==> src/rtl/hazard_ctrl.sv <==
// Hazard controller: load-use, ID branch flush and shared-RAM arbitration.
// Optional perf counters are built when HAZ_PERF_CNT_EN is defined.
module hazard_ctrl #(
  parameter int REG_W   = 4,
  parameter int MEM_CYC = 2,
  parameter int CNT_W   = 16
) (
  input  logic             clk,
  input  logic             rst,
  input  logic             ex_memread,
  input  logic [REG_W-1:0] ex_rd,
  input  logic [REG_W-1:0] id_rs,
  input  logic             id_rs_use,
  input  logic [REG_W-1:0] id_rt,
  input  logic             id_rt_use,
  input  logic             branch_taken,
  input  logic             mem_req,
  output logic             pc_keep,
  output logic             ifkeep,
  output logic             ifClear,
  output logic             idex_keep,
  output logic             idex_clear,
  output logic             exmem_keep,
  output logic             ram_owner,
  output logic             mem_done,
  output logic [CNT_W-1:0] stall_cnt,
  output logic [CNT_W-1:0] flush_cnt
);

  localparam int CW = $clog2(MEM_CYC) + 1;
  localparam bit MULTI = (MEM_CYC > 1);

  typedef enum logic {S_RUN, S_MEM} state_t;

  state_t        state, state_nx;
  logic [CW-1:0] cnt, cnt_nx;
  logic          load_use;

  assign load_use = ex_memread &
                    ((id_rs_use & (ex_rd == id_rs)) |
                     (id_rt_use & (ex_rd == id_rt)));

  // Pipeline registers move on the falling edge, so this does too.
  always_ff @(negedge clk or negedge rst) begin
    if (!rst) begin
      state <= S_RUN;
      cnt   <= '0;
    end else begin
      state <= state_nx;
      cnt   <= cnt_nx;
    end
  end

  always_comb begin
    state_nx = state;
    cnt_nx   = cnt;
    unique case (state)
      S_RUN: begin
        if (mem_req && MULTI) begin
          state_nx = S_MEM;
          cnt_nx   = CW'(MEM_CYC - 1);
        end
      end
      S_MEM: begin
        if (cnt > CW'(1)) begin
          cnt_nx = cnt - CW'(1);
        end else begin
          cnt_nx   = '0;
          state_nx = S_RUN;
        end
      end
      default: begin
        state_nx = S_RUN;
        cnt_nx   = '0;
      end
    endcase
  end

  // Outputs are gated by rst so an asserted reset silences them at once.
  always_comb begin
    pc_keep    = 1'b0;
    ifkeep     = 1'b0;
    ifClear    = 1'b0;
    idex_keep  = 1'b0;
    idex_clear = 1'b0;
    exmem_keep = 1'b0;
    ram_owner  = 1'b0;
    mem_done   = 1'b0;
    if (rst) begin
      unique case (state)
        S_RUN: begin
          priority case (1'b1)
            mem_req: begin
              ram_owner  = 1'b1;
              pc_keep    = 1'b1;
              ifkeep     = 1'b1;
              idex_keep  = 1'b1;
              mem_done   = !MULTI;
              exmem_keep = MULTI;
            end
            load_use: begin
              pc_keep    = 1'b1;
              ifkeep     = 1'b1;
              idex_clear = 1'b1;
            end
            branch_taken: begin
              ifClear = 1'b1;
            end
            default: ;
          endcase
        end
        S_MEM: begin
          ram_owner  = 1'b1;
          pc_keep    = 1'b1;
          ifkeep     = 1'b1;
          idex_keep  = 1'b1;
          mem_done   = (cnt <= CW'(1));
          exmem_keep = (cnt > CW'(1));
        end
        default: ;
      endcase
    end
  end

`ifdef HAZ_PERF_CNT_EN
  logic [CNT_W-1:0] stall_q, flush_q;

  always_ff @(negedge clk or negedge rst) begin
    if (!rst) begin
      stall_q <= '0;
      flush_q <= '0;
    end else begin
      stall_q <= stall_q + CNT_W'(pc_keep);
      flush_q <= flush_q + CNT_W'(ifClear);
    end
  end

  assign stall_cnt = stall_q;
  assign flush_cnt = flush_q;
`else
  assign stall_cnt = '0;
  assign flush_cnt = '0;
`endif

endmodule

==> config.mk <==
export PLATFORM = sky130hd
export DESIGN_NAME = hazard_ctrl
export DESIGN_NICKNAME = d
export VERILOG_FILES = /design/src/rtl/hazard_ctrl.sv
export SDC_FILE = /design/constraint.sdc
export NUM_CORES = 1
export LEC_CHECK = 0
export ABC_AREA = 0
export BUFFER_PORTS_ARGS = -buffer_cell sky130_fd_sc_hd__buf_4
export CORE_MARGIN = 3
export CORE_UTILIZATION = 33
export CTS_BUF_LIST = sky130_fd_sc_hd__clkbuf_8 sky130_fd_sc_hd__clkbuf_16
export DETAILED_ROUTE_END_ITERATION = 8
export GPL_TIMING_DRIVEN = 0
export PLACE_DENSITY = 0.85
export SYNTH_ARGS = -nofsm -noshare
export SYNTH_HDL_FRONTEND = slang
export SYNTH_SLANG_ARGS = --single-unit
export TNS_END_PERCENT = 10
==> constraint.sdc <==
create_clock -name clk -period 1.4 [get_ports clk]
set_input_delay 0.28 -clock clk [delete_from_list [all_inputs] [get_ports clk]]
set_output_delay 0.28 -clock clk [all_outputs]
set_load 0.01 [all_outputs]
**Word-level counts from Yosys, hierarchy flattened**

Cells that the tools add are included.

- Bits in registers: 3
- Bits of input ports: 19
- Output and inout port bits: 40

- Add/sub/neg operators: 1
- Order comparisons: 2
- Equal/unequal tests: 3
- Mux-type cells: 24
- Bitwise logic cells: 5

Operator list:

| kind | count |
|---|---|
| $mux 1 | 16 |
| $pmux 1 s2 | 5 |
| $eq 4x4->1 | 2 |
| $mux 2 | 2 |
| $pmux 2 s2 | 1 |
| $and 1x1->1 | 3 |
| $gt 2x1->1 const B | 1 |
| $le 2x1->1 const B | 1 |
| $ne 2x2->1 const B | 1 |
| $sub 2x1->2 const B | 1 |
| $not 1->1 | 1 |
| $or 1x1->1 | 1 |

**Depth between registers and ports, before layout**

Gate-level depths: netlist of run 1.

- Word-level depth: 8
- Depth in mapped cells: 5

==> reports/summary.md, run 1 <==
## Setup path
• **startpoint type of the worst setup path** register
• **series of cell instances along the critical path** nor2_2 > nor2b_2 > a21o_2 > buf_6 > buf_6
• **data required time at the worst endpoint** 1.12 ns
• **critical path class** reg2out
• **critical path's slowest cell** sky130_fd_sc_hd__dfrtn_1
• **CP top delay family** flip-flops
• **largest fanout on the critical path** 4
• **maximum cell stage delay along the critical path** 0.36 ns
• **CP Capture Type** output port
• **sum of buffers and inverters on the critical path** 2
• **signal arrival time at the worst endpoint** 1.91 ns
• **Worst path most repeated cell** sky130_fd_sc_hd__buf_6

## Floorplanning
• **floorplan row count** 13
• **overall die height** 45.8 um
• **core box area** 1400 sq um
• **width of the die** 45.8 um
• **effective utilization at floorplan** 0.374
• **number of primary I/O pins** 59
• **area of the die** 2100 sq um

## Logic synthesis
• **post-synthesis share of cell area spent on and, or, nand and nor gates** 0.167
• **dominant combinational cell family by area after synthesis** buffers and inverters
• **mux cell area share after synthesis** 0
• **area share of fa/ha/maj cells after synthesis** 0
• **Post-Syn Area per Cell** 7.81 sq um
• **total of warnings raised by yosys** 0
• **part of the Yosys area used for sequential elements** 0.144
• **Synth cell types** 15
• **synthesized-area fraction occupied by ao, oa, aoi and oai cells** 0.0526
• **total standard cell area after synthesis** 523 sq um
• **Post-Synth XOR/XNOR Area** 0.134
• **Synth Register Bits** 3
• **number of instances in the synthesized netlist** 67

## Layout
• **fraction of the core area covered by cells at the end of the flow** 0.682
• **fraction of final layout cells with drive strength greater than 1** 0.542
• **most frequent cells in the layout** 57 x sky130_fd_sc_hd__buf_4, 32 x sky130_fd_sc_hd__conb_1, 8 x sky130_fd_sc_hd__xnor2_1, 6 x sky130_fd_sc_hd__buf_6, 5 x sky130_fd_sc_hd__nand3_1
• **commonest non-fill, non-tap cell in the layout** sky130_fd_sc_hd__buf_4
• **layout overhead on the synthesized area** 82.3%
• **sequential standard cell area** 75.1 sq um
• **count of filler cells inserted in the layout** 123
• **combined area of the multi-input logic cells** 315 sq um
• **Antenna Cells** 0
• **NumNets Final** 151

## Timing
• **setup violation total in the final timing report** 8
• **clock skew after layout** 0.00309 ns
• **Total Negative Setup Slacks** -5.76 ns
• **fin. max-slew vios** 0
• **Hold Violations, Final** 0
• **worst hold slack across all endpoints** 0.430 ns
• **setup repair after global routing missed its margin** true
• **post-route setup slack** -0.786 ns

## Clock tree
• **number of buffers created by CTS** 3
• **clock edge transition at the registers on the reported setup and hold paths** 0.03 ns
• **clock tree from TritonCTS** done
• **clock latency at the later pin of the worst-skew pair** 0.24 ns
• **CTS sink count** 3
• **number of hold-repair buffers added at the cts stage** 0
• **maximum level of the CTS H-tree** 1
• **worst-case clock buffer depth** 2
• **CTS root buffer** sky130_fd_sc_hd__clkbuf_8

## GRT
• **first-pass GRT wire length** 1.77 mm
• **largest net degree at the start of global routing** 10
• **antenna violations before repair** 0
• **gr usage total** 0.122
• **grt total ovfl** 0
• **vias in the first global route** 438

## Pwr
• **clock group share of total power** 0.408
• **maximum resistive drop on vdd** 0.000467 V
• **leakage power summed over all cells** 0.573 nW
• **relative contribution of combinational cells to total power** 0.432
• **reported net switching power** 0.169 mW
• **Pwr Total** 0.601 mW
• **Switching Share** 0.281
• **Power Internal** 0.432 mW
• **Power per Cell Area** 630 nW/um^2
• **proportion of power drawn by flip-flops and latches** 0.160

## Place
• **last weighted congestion value of the routability-driven placer** 0.581
• **worst-case setup slack after placement** -0.626 ns
• **Port Buffers** 26
• **half-perimeter wire length after placement** 1.16 mm

## Job
• **Max-cap violations** 0

## Outcome
• **violated checks** negative setup slack
• **result of the run** finished with violations

## Drt
• **drt wl/cell** 9.09 um
• **count of routing violations after the opening detailed-route iteration** 2
• **final wirelength** 1.33 mm
• **Residual DRC** 0
• **total via count after detailed routing** 533
• **length of the first detailed-routing pass in iterations** 2
• **post-route ant nets** 0
• **mean number of vias per cell** 3.65

## Min path
• **type of the tightest min-delay check** in2async

## cell usage after synthesis (all sizes together)
| library cell | count | area share |
|---|---|---|
| a21o | 1 | 0.017 |
| and2 | 1 | 0.012 |
| o22ai | 2 | 0.036 |
| nor2 | 3 | 0.022 |
| inv | 1 | 0.0072 |
| nor2b | 1 | 0.012 |
| xnor2 | 8 | 0.13 |
| buf | 34 | 0.49 |
| nand2 | 2 | 0.014 |
| and3 | 3 | 0.036 |
| dfrtn | 3 | 0.14 |
| nand2b | 2 | 0.024 |
| nand3 | 5 | 0.048 |
| conb | 1 | 0.0072 |
## final timing paths
path / start / to / slack [ns] / cells after the start
min: rst / state$_DFF_NN0_ / 0.43 / 1
max reg2reg: state$_DFF_NN0_ / cnt[1]$_DFFE_NN0N_ / 0.40 / 3
min reg2reg: cnt[1]$_DFFE_NN0N_ / state$_DFF_NN0_ / 0.46 / 2
max in group asynchronous: rst / cnt[0]$_DFFE_NN0N_ / 0.82 / 1
min in group clk: cnt[1]$_DFFE_NN0N_ / state$_DFF_NN0_ / 0.46 / 2
max: state$_DFF_NN0_ / pc_keep / -0.79 / 5
## stage by stage
stage          std cells  cell area (sq um)
2_1_floorplan         98                648
3_3_place_gp         139                862
3_5_place_dp         139                862
4_1_cts              146                948
5_1_grt              146                953
6_report             146                953
## kinds of logic (layout without fill, tap and decap cells)
family | count (synthesis) | after routing
buf+inv | 35 | 68
simple gates | 17 | 17
xor+xnor | 8 | 8
compound gates | 3 | 3
flops | 3 | 3
other cells | 1 | 32
## routing by layer
layer / global-route usage / wire [um] / vias up
met5: 0 / 0 / -
met4: 0.102 / 14 / 0
met3: 0.0395 / 205 / 2
met2: 0.237 / 735 / 38
met1: 0.0932 / 373 / 220
li1: - / - / 273
## area by class of cell
class / instances / area share
multi-input combinational: 60 / 0.331
clock buffer: 3 / 0.0433
clock inverter: 1 / 0.00394
sequential: 3 / 0.0787
inverter: 1 / 0.00394
timing repair buffer: 29 / 0.244
buffer: 34 / 0.276
tap: 15 / 0.0197
## timing repair
action / in CTS / in global routing
setup endpoints to repair: 8 / 8
pin swaps: 1 / 1
buffers inserted: 3 / 0
gates resized for setup: 5 / 1
## sequential cells by signal, indices dropped and copies added (netlist names)
register	flops
cnt	2
state	1
## power groups by stage
stage,Clock (mW),Sequential [mW],Combinational [mW]
floorplan,0,0.0971,0.163
global placement,0,0.0974,0.233
detailed placement,0,0.0980,0.236
CTS,0.256,0.0960,0.253
global route,0.271,0.0961,0.281
finish,0.245,0.0962,0.259
No activity file was read; power rests on OpenSTA's default activity.
==> run 2, diff against run 1 <==
- SETUP_SLACK_MARGIN: not set -> 0.5
==> run 2 against run 1 <==
Critical path depth did not move. Worst hold slack improved by 0.0016 ns. Flip-flop and latch count unchanged. Clock power hardly changed. Global-route usage down 0.24 points. Setup slack improved by 0.00081 ns. Die area unchanged. Final cell count did not move. Sequential share of layout area barely moved. Utilization grew 0.27 points. Combinational power about the same. The flow still finishes with violations (negative setup slack). Routed wire length down 0.68%.
==> reports/summary.md, run 2 (synthesis gave the netlist of run 1 again) <==
## Layout
• **most frequent cells in the layout** 56 x sky130_fd_sc_hd__buf_4, 32 x sky130_fd_sc_hd__conb_1, 8 x sky130_fd_sc_hd__xnor2_1, 7 x sky130_fd_sc_hd__buf_6, 5 x sky130_fd_sc_hd__nand3_1
• **biggest regs** cnt (2), state (1)
• **layout overhead on the synthesized area** 83.0%
• **Antenna Cells** 0
• **fraction of final layout cells with drive strength greater than 1** 0.542
• **number of flip-flops under the largest register name** 2
• **design area** 957 sq um
• **Most flops, register** cnt
• **commonest non-fill, non-tap cell in the layout** sky130_fd_sc_hd__buf_4
• **count of filler cells inserted in the layout** 121
• **NumNets Final** 151

## Pwr
• **reported net switching power** 0.166 mW
• **maximum resistive drop on vdd** 0.000458 V
• **relative contribution of combinational cells to total power** 0.434
• **Switching Share** 0.277
• **leakage power summed over all cells** 0.574 nW
• **clock group share of total power** 0.405
• **proportion of power drawn by flip-flops and latches** 0.161
• **Power per Cell Area** 625 nW/um^2
• **Power Internal** 0.433 mW

## Setup path
• **largest fanout on the critical path** 4
• **critical path class** reg2out
• **startpoint type of the worst setup path** register
• **sum of buffers and inverters on the critical path** 2
• **CP top delay family** flip-flops
• **critical path depth in cells** 5
• **data required time at the worst endpoint** 1.12 ns
• **Register-to-Register Path Depth** 3
• **series of cell instances along the critical path** nor2_2 > nor2b_2 > a21o_2 > buf_6 > buf_6
• **critical path's slowest cell** sky130_fd_sc_hd__dfrtn_1
• **maximum cell stage delay along the critical path** 0.36 ns
• **signal arrival time at the worst endpoint** 1.91 ns
• **Worst path most repeated cell** sky130_fd_sc_hd__buf_6
• **CP Capture Type** output port

## Clock tree
• **clock latency at the later pin of the worst-skew pair** 0.24 ns
• **clock edge transition at the registers on the reported setup and hold paths** 0.03 ns
• **clock tree from TritonCTS** done
• **number of buffers created by CTS** 3
• **maximum level of the CTS H-tree** 1
• **CTS root buffer** sky130_fd_sc_hd__clkbuf_8
• **CTS sink count** 3
• **number of hold-repair buffers added at the cts stage** 0
• **worst-case clock buffer depth** 2

## Timing
• **Hold Violations, Final** 0
• **setup violation total in the final timing report** 8
• **setup repair after global routing missed its margin** true
• **fin. max-slew vios** 0
• **post-route setup slack** -0.786 ns
• **clock skew after layout** 0.00359 ns
• **Total Negative Setup Slacks** -5.75 ns

## Outcome
• **result of the run** finished with violations
• **violated checks** negative setup slack

## GRT
• **largest net degree at the start of global routing** 10
• **antenna violations before repair** 0
• **vias in the first global route** 436
• **grt total ovfl** 0
• **gr usage total** 0.120
• **first-pass GRT wire length** 1.77 mm

## Floorplanning
• **core box area** 1400 sq um
• **overall die height** 45.8 um
• **number of primary I/O pins** 59
• **width of the die** 45.8 um
• **area of the die** 2100 sq um
• **effective utilization at floorplan** 0.374
• **floorplan row count** 13

## Place
• **last weighted congestion value of the routability-driven placer** 0.581
• **Port Buffers** 26
• **half-perimeter wire length after placement** 1.16 mm
• **instance area after placement** 862 sq um

## Drt
• **post-route ant nets** 0
• **drt wl/cell** 9.03 um
• **length of the first detailed-routing pass in iterations** 2
• **total via count after detailed routing** 529
• **Residual DRC** 0
• **count of routing violations after the opening detailed-route iteration** 1
• **final wirelength** 1.32 mm
• **mean number of vias per cell** 3.62

## Job
• **Max-cap violations** 0

## Min path
• **type of the tightest min-delay check** in2async

==> run 2: cell types whose count changed in the layout (fill, tap and decap cells not counted) <==
cell and change:
sky130_fd_sc_hd__buf_4 -1, sky130_fd_sc_hd__buf_6 +1
==> run 2: power by group through the flow <==
stage | Clock [mW] | Combinational (mW) | Sequential [mW]
final | 0.242 | 0.260 | 0.0962
after global routing | 0.264 | 0.282 | 0.0962
after CTS | 0.256 | 0.254 | 0.0960
after detailed placement | 0 | 0.236 | 0.0980
after global placement | 0 | 0.233 | 0.0974
after floorplan | 0 | 0.163 | 0.0971
==> run 2: layout make-up <==
class,instances,area (sq um),share of cell area
buffer,34,263,0.275
clock buffer,3,41.3,0.0431
clock inverter,1,3.75,0.00392
inverter,1,3.75,0.00392
multi-input combinational,60,315,0.329
sequential,3,75.1,0.0784
tap,15,18.8,0.0196
timing repair buffer,29,236,0.247
==> run 2: timing repair <==
action,CTS,global route
resized for setup,6,1
setup endpoints to repair,11,11
setup buffers,3,0
endpoints found under the hold margin,0,0
pin swaps,2,1
==> run 2: layer usage <==
metal,global-route usage,up-vias,share of wire
li1,-,273,-
met4,0.0852,0,0
met3,0.0395,0,0.15
met5,0,-,0
met2,0.234,36,0.56
met1,0.0956,220,0.28
==> run 2: worst paths after layout <==
kind / end / startpoint / slack, ns
min reg2reg: state$_DFF_NN0_ / cnt[1]$_DFFE_NN0N_ / 0.47
min: state$_DFF_NN0_ / rst / 0.43
max: pc_keep / state$_DFF_NN0_ / -0.79
max reg2reg: cnt[1]$_DFFE_NN0N_ / state$_DFF_NN0_ / 0.40
min in group clk: state$_DFF_NN0_ / cnt[1]$_DFFE_NN0N_ / 0.47
max in group asynchronous: cnt[0]$_DFFE_NN0N_ / rst / 0.82
==> run 2: metrics by stage <==
stage                util  hold WS, ns  power, mW  instances  setup slack, ns
CTS                 0.681        0.425      0.606        146           -0.821
floorplan               -        0.432      0.261         98           -0.537
detailed placement  0.616        0.463      0.334        139           -0.626
global placement    0.616        0.454      0.331        139           -0.603
global route        0.684        0.429      0.643        146           -0.834
finish              0.684        0.431      0.598        146           -0.786
==> run 3, diff against run 2 <==
- PLACE_DENSITY: 0.85 -> not set
- PLACE_DENSITY_LB_ADDON: not set -> 0.12
==> run 3 against run 2 <==
The flow still finishes with violations (negative setup slack). Sequential share of layout area hardly changed. Register-to-register slack hardly changed. Die area stayed put. Routed wire length is 7.7% lower. Critical endpoint unchanged. Largest cell class unchanged. Largest power group unchanged. Highest routed layer unchanged.
==> reports/summary.md, run 3 (synthesis gave the netlist of run 1 again) <==
## Floorplanning
• **floorplan row count** 13
• **overall die height** 45.8 um
• **core box area** 1400 sq um
• **effective utilization at floorplan** 0.374
• **width of the die** 45.8 um
• **number of primary I/O pins** 59
• **area of the die** 2100 sq um

## Drt
• **count of routing violations after the opening detailed-route iteration** 8
• **final wirelength** 1.22 mm
• **length of the first detailed-routing pass in iterations** 4
• **drt wl/cell** 8.27 um
• **mean number of vias per cell** 3.44
• **Residual DRC** 0
• **post-route ant nets** 0
• **total via count after detailed routing** 505

## Clock tree
• **number of buffers created by CTS** 3
• **CTS sink count** 3
• **worst-case clock buffer depth** 2
• **clock tree from TritonCTS** done
• **CTS root buffer** sky130_fd_sc_hd__clkbuf_8
• **clock edge transition at the registers on the reported setup and hold paths** 0.03 ns
• **maximum level of the CTS H-tree** 1
• **number of hold-repair buffers added at the cts stage** 0
• **clock latency at the later pin of the worst-skew pair** 0.24 ns

## Timing
• **setup violation total in the final timing report** 8
• **clock skew after layout** 0.00262 ns
• **fin. max-slew vios** 0
• **setup repair after global routing missed its margin** true
• **Hold Violations, Final** 0
• **post-route setup slack** -0.787 ns

## Layout
• **fraction of final layout cells with drive strength greater than 1** 0.545
• **Most flops, register** cnt
• **most frequent cells in the layout** 58 x sky130_fd_sc_hd__buf_4, 32 x sky130_fd_sc_hd__conb_1, 8 x sky130_fd_sc_hd__xnor2_1, 6 x sky130_fd_sc_hd__buf_6, 5 x sky130_fd_sc_hd__nand3_1
• **non-filler instance count after layout** 147
• **number of flip-flops under the largest register name** 2
• **fraction of the core area covered by cells at the end of the flow** 0.687
• **biggest regs** cnt (2), state (1)
• **commonest non-fill, non-tap cell in the layout** sky130_fd_sc_hd__buf_4
• **NumNets Final** 152
• **Antenna Cells** 0
• **design area** 961 sq um
• **layout overhead on the synthesized area** 83.7%

## GRT
• **largest net degree at the start of global routing** 10
• **vias in the first global route** 471
• **antenna violations before repair** 0
• **grt total ovfl** 0
• **gr usage total** 0.117
• **first-pass GRT wire length** 1.86 mm

## Outcome
• **result of the run** finished with violations
• **violated checks** negative setup slack

## Pwr
• **maximum resistive drop on vdd** 0.000898 V
• **leakage power summed over all cells** 0.578 nW
• **Pwr Total** 0.597 mW
• **Power per Cell Area** 621 nW/um^2

## Setup path
• **largest fanout on the critical path** 4
• **signal arrival time at the worst endpoint** 1.91 ns
• **CP Capture Type** output port
• **critical path class** reg2out
• **data required time at the worst endpoint** 1.12 ns
• **startpoint type of the worst setup path** register

## Place
• **worst-case setup slack after placement** -0.608 ns
• **last weighted congestion value of the routability-driven placer** 0.581
• **instance area after placement** 862 sq um
• **Inst Count DP** 139
• **Port Buffers** 26

## Job
• **Max-cap violations** 0

## Min path
• **type of the tightest min-delay check** in2async

==> run 3: cell count changes in the layout (fill, tap and decap cells not counted) <==
cell | before | now
sky130_fd_sc_hd__buf_4 | 56 | 58
sky130_fd_sc_hd__buf_6 | 7 | 6
==> run 3: power by group <==
group / internal, mW / leakage (nW) / switching, mW
clock network: 0.186 / 0.0269 / 0.0529
registers: 0.0930 / 0.0381 / 0.00342
logic: 0.154 / 0.513 / 0.107
total: 0.434 / 0.578 / 0.163
==> run 3: critical path: stages, from the launching register on <==
cell and delay (ns):
sky130_fd_sc_hd__dfrtn_1 0.36, sky130_fd_sc_hd__nor2_2 0.13, sky130_fd_sc_hd__nor2b_2 0.06, sky130_fd_sc_hd__a21o_2 0.20
sky130_fd_sc_hd__buf_6 0.11, sky130_fd_sc_hd__buf_6 0.11
==> run 3: what timing repair did <==
item / 4_1_cts / 5_1_grt
setup buffers: 3 / 1
gates resized for setup: 6 / 0
endpoints found under the setup margin: 11 / 11
pin swaps: 2 / 1
hold endpoints to repair: 0 / 0
==> run 3: path summary, 6_finish.rpt <==
kind | from | end | slack (ns) | cells past startpoint
max | state$_DFF_NN0_ | pc_keep | -0.79 | 5
min in group clk | cnt[1]$_DFFE_NN0N_ | state$_DFF_NN0_ | 0.45 | 2
max reg2reg | state$_DFF_NN0_ | cnt[1]$_DFFE_NN0N_ | 0.41 | 3
min reg2reg | cnt[1]$_DFFE_NN0N_ | state$_DFF_NN0_ | 0.45 | 2
max in group asynchronous | rst | cnt[1]$_DFFE_NN0N_ | 0.81 | 1
min | rst | state$_DFF_NN0_ | 0.44 | 1
==> run 3: final cells by class <==
type	count	area, sq um
fillers	128	438
well taps	15	18.8
inverters	1	3.75
multi-input cells	60	315
repair buffers	30	240
clock buffers	3	41.3
plain buffers	34	263
clock inverters	1	3.75
flip-flops and latches	3	75.1
==> run 3: per-stage QoR <==
step                      hold slack [ns]  TNS, ns
after floorplan                     0.432    -2.91
final                               0.437    -5.78
after global placement              0.458    -3.72
after CTS                           0.435    -5.79
after detailed placement            0.462    -3.87
after global routing                0.437    -6.21
==> run 3: per-layer routing <==
metal / wire [um] / up-vias / track usage
li1: - / 276 / -
met1: 370 / 201 / 0.117
met2: 692 / 28 / 0.242
met3: 153 / 0 / 0.0119
met4: 0 / 0 / 0.0341
met5: 0 / - / 0
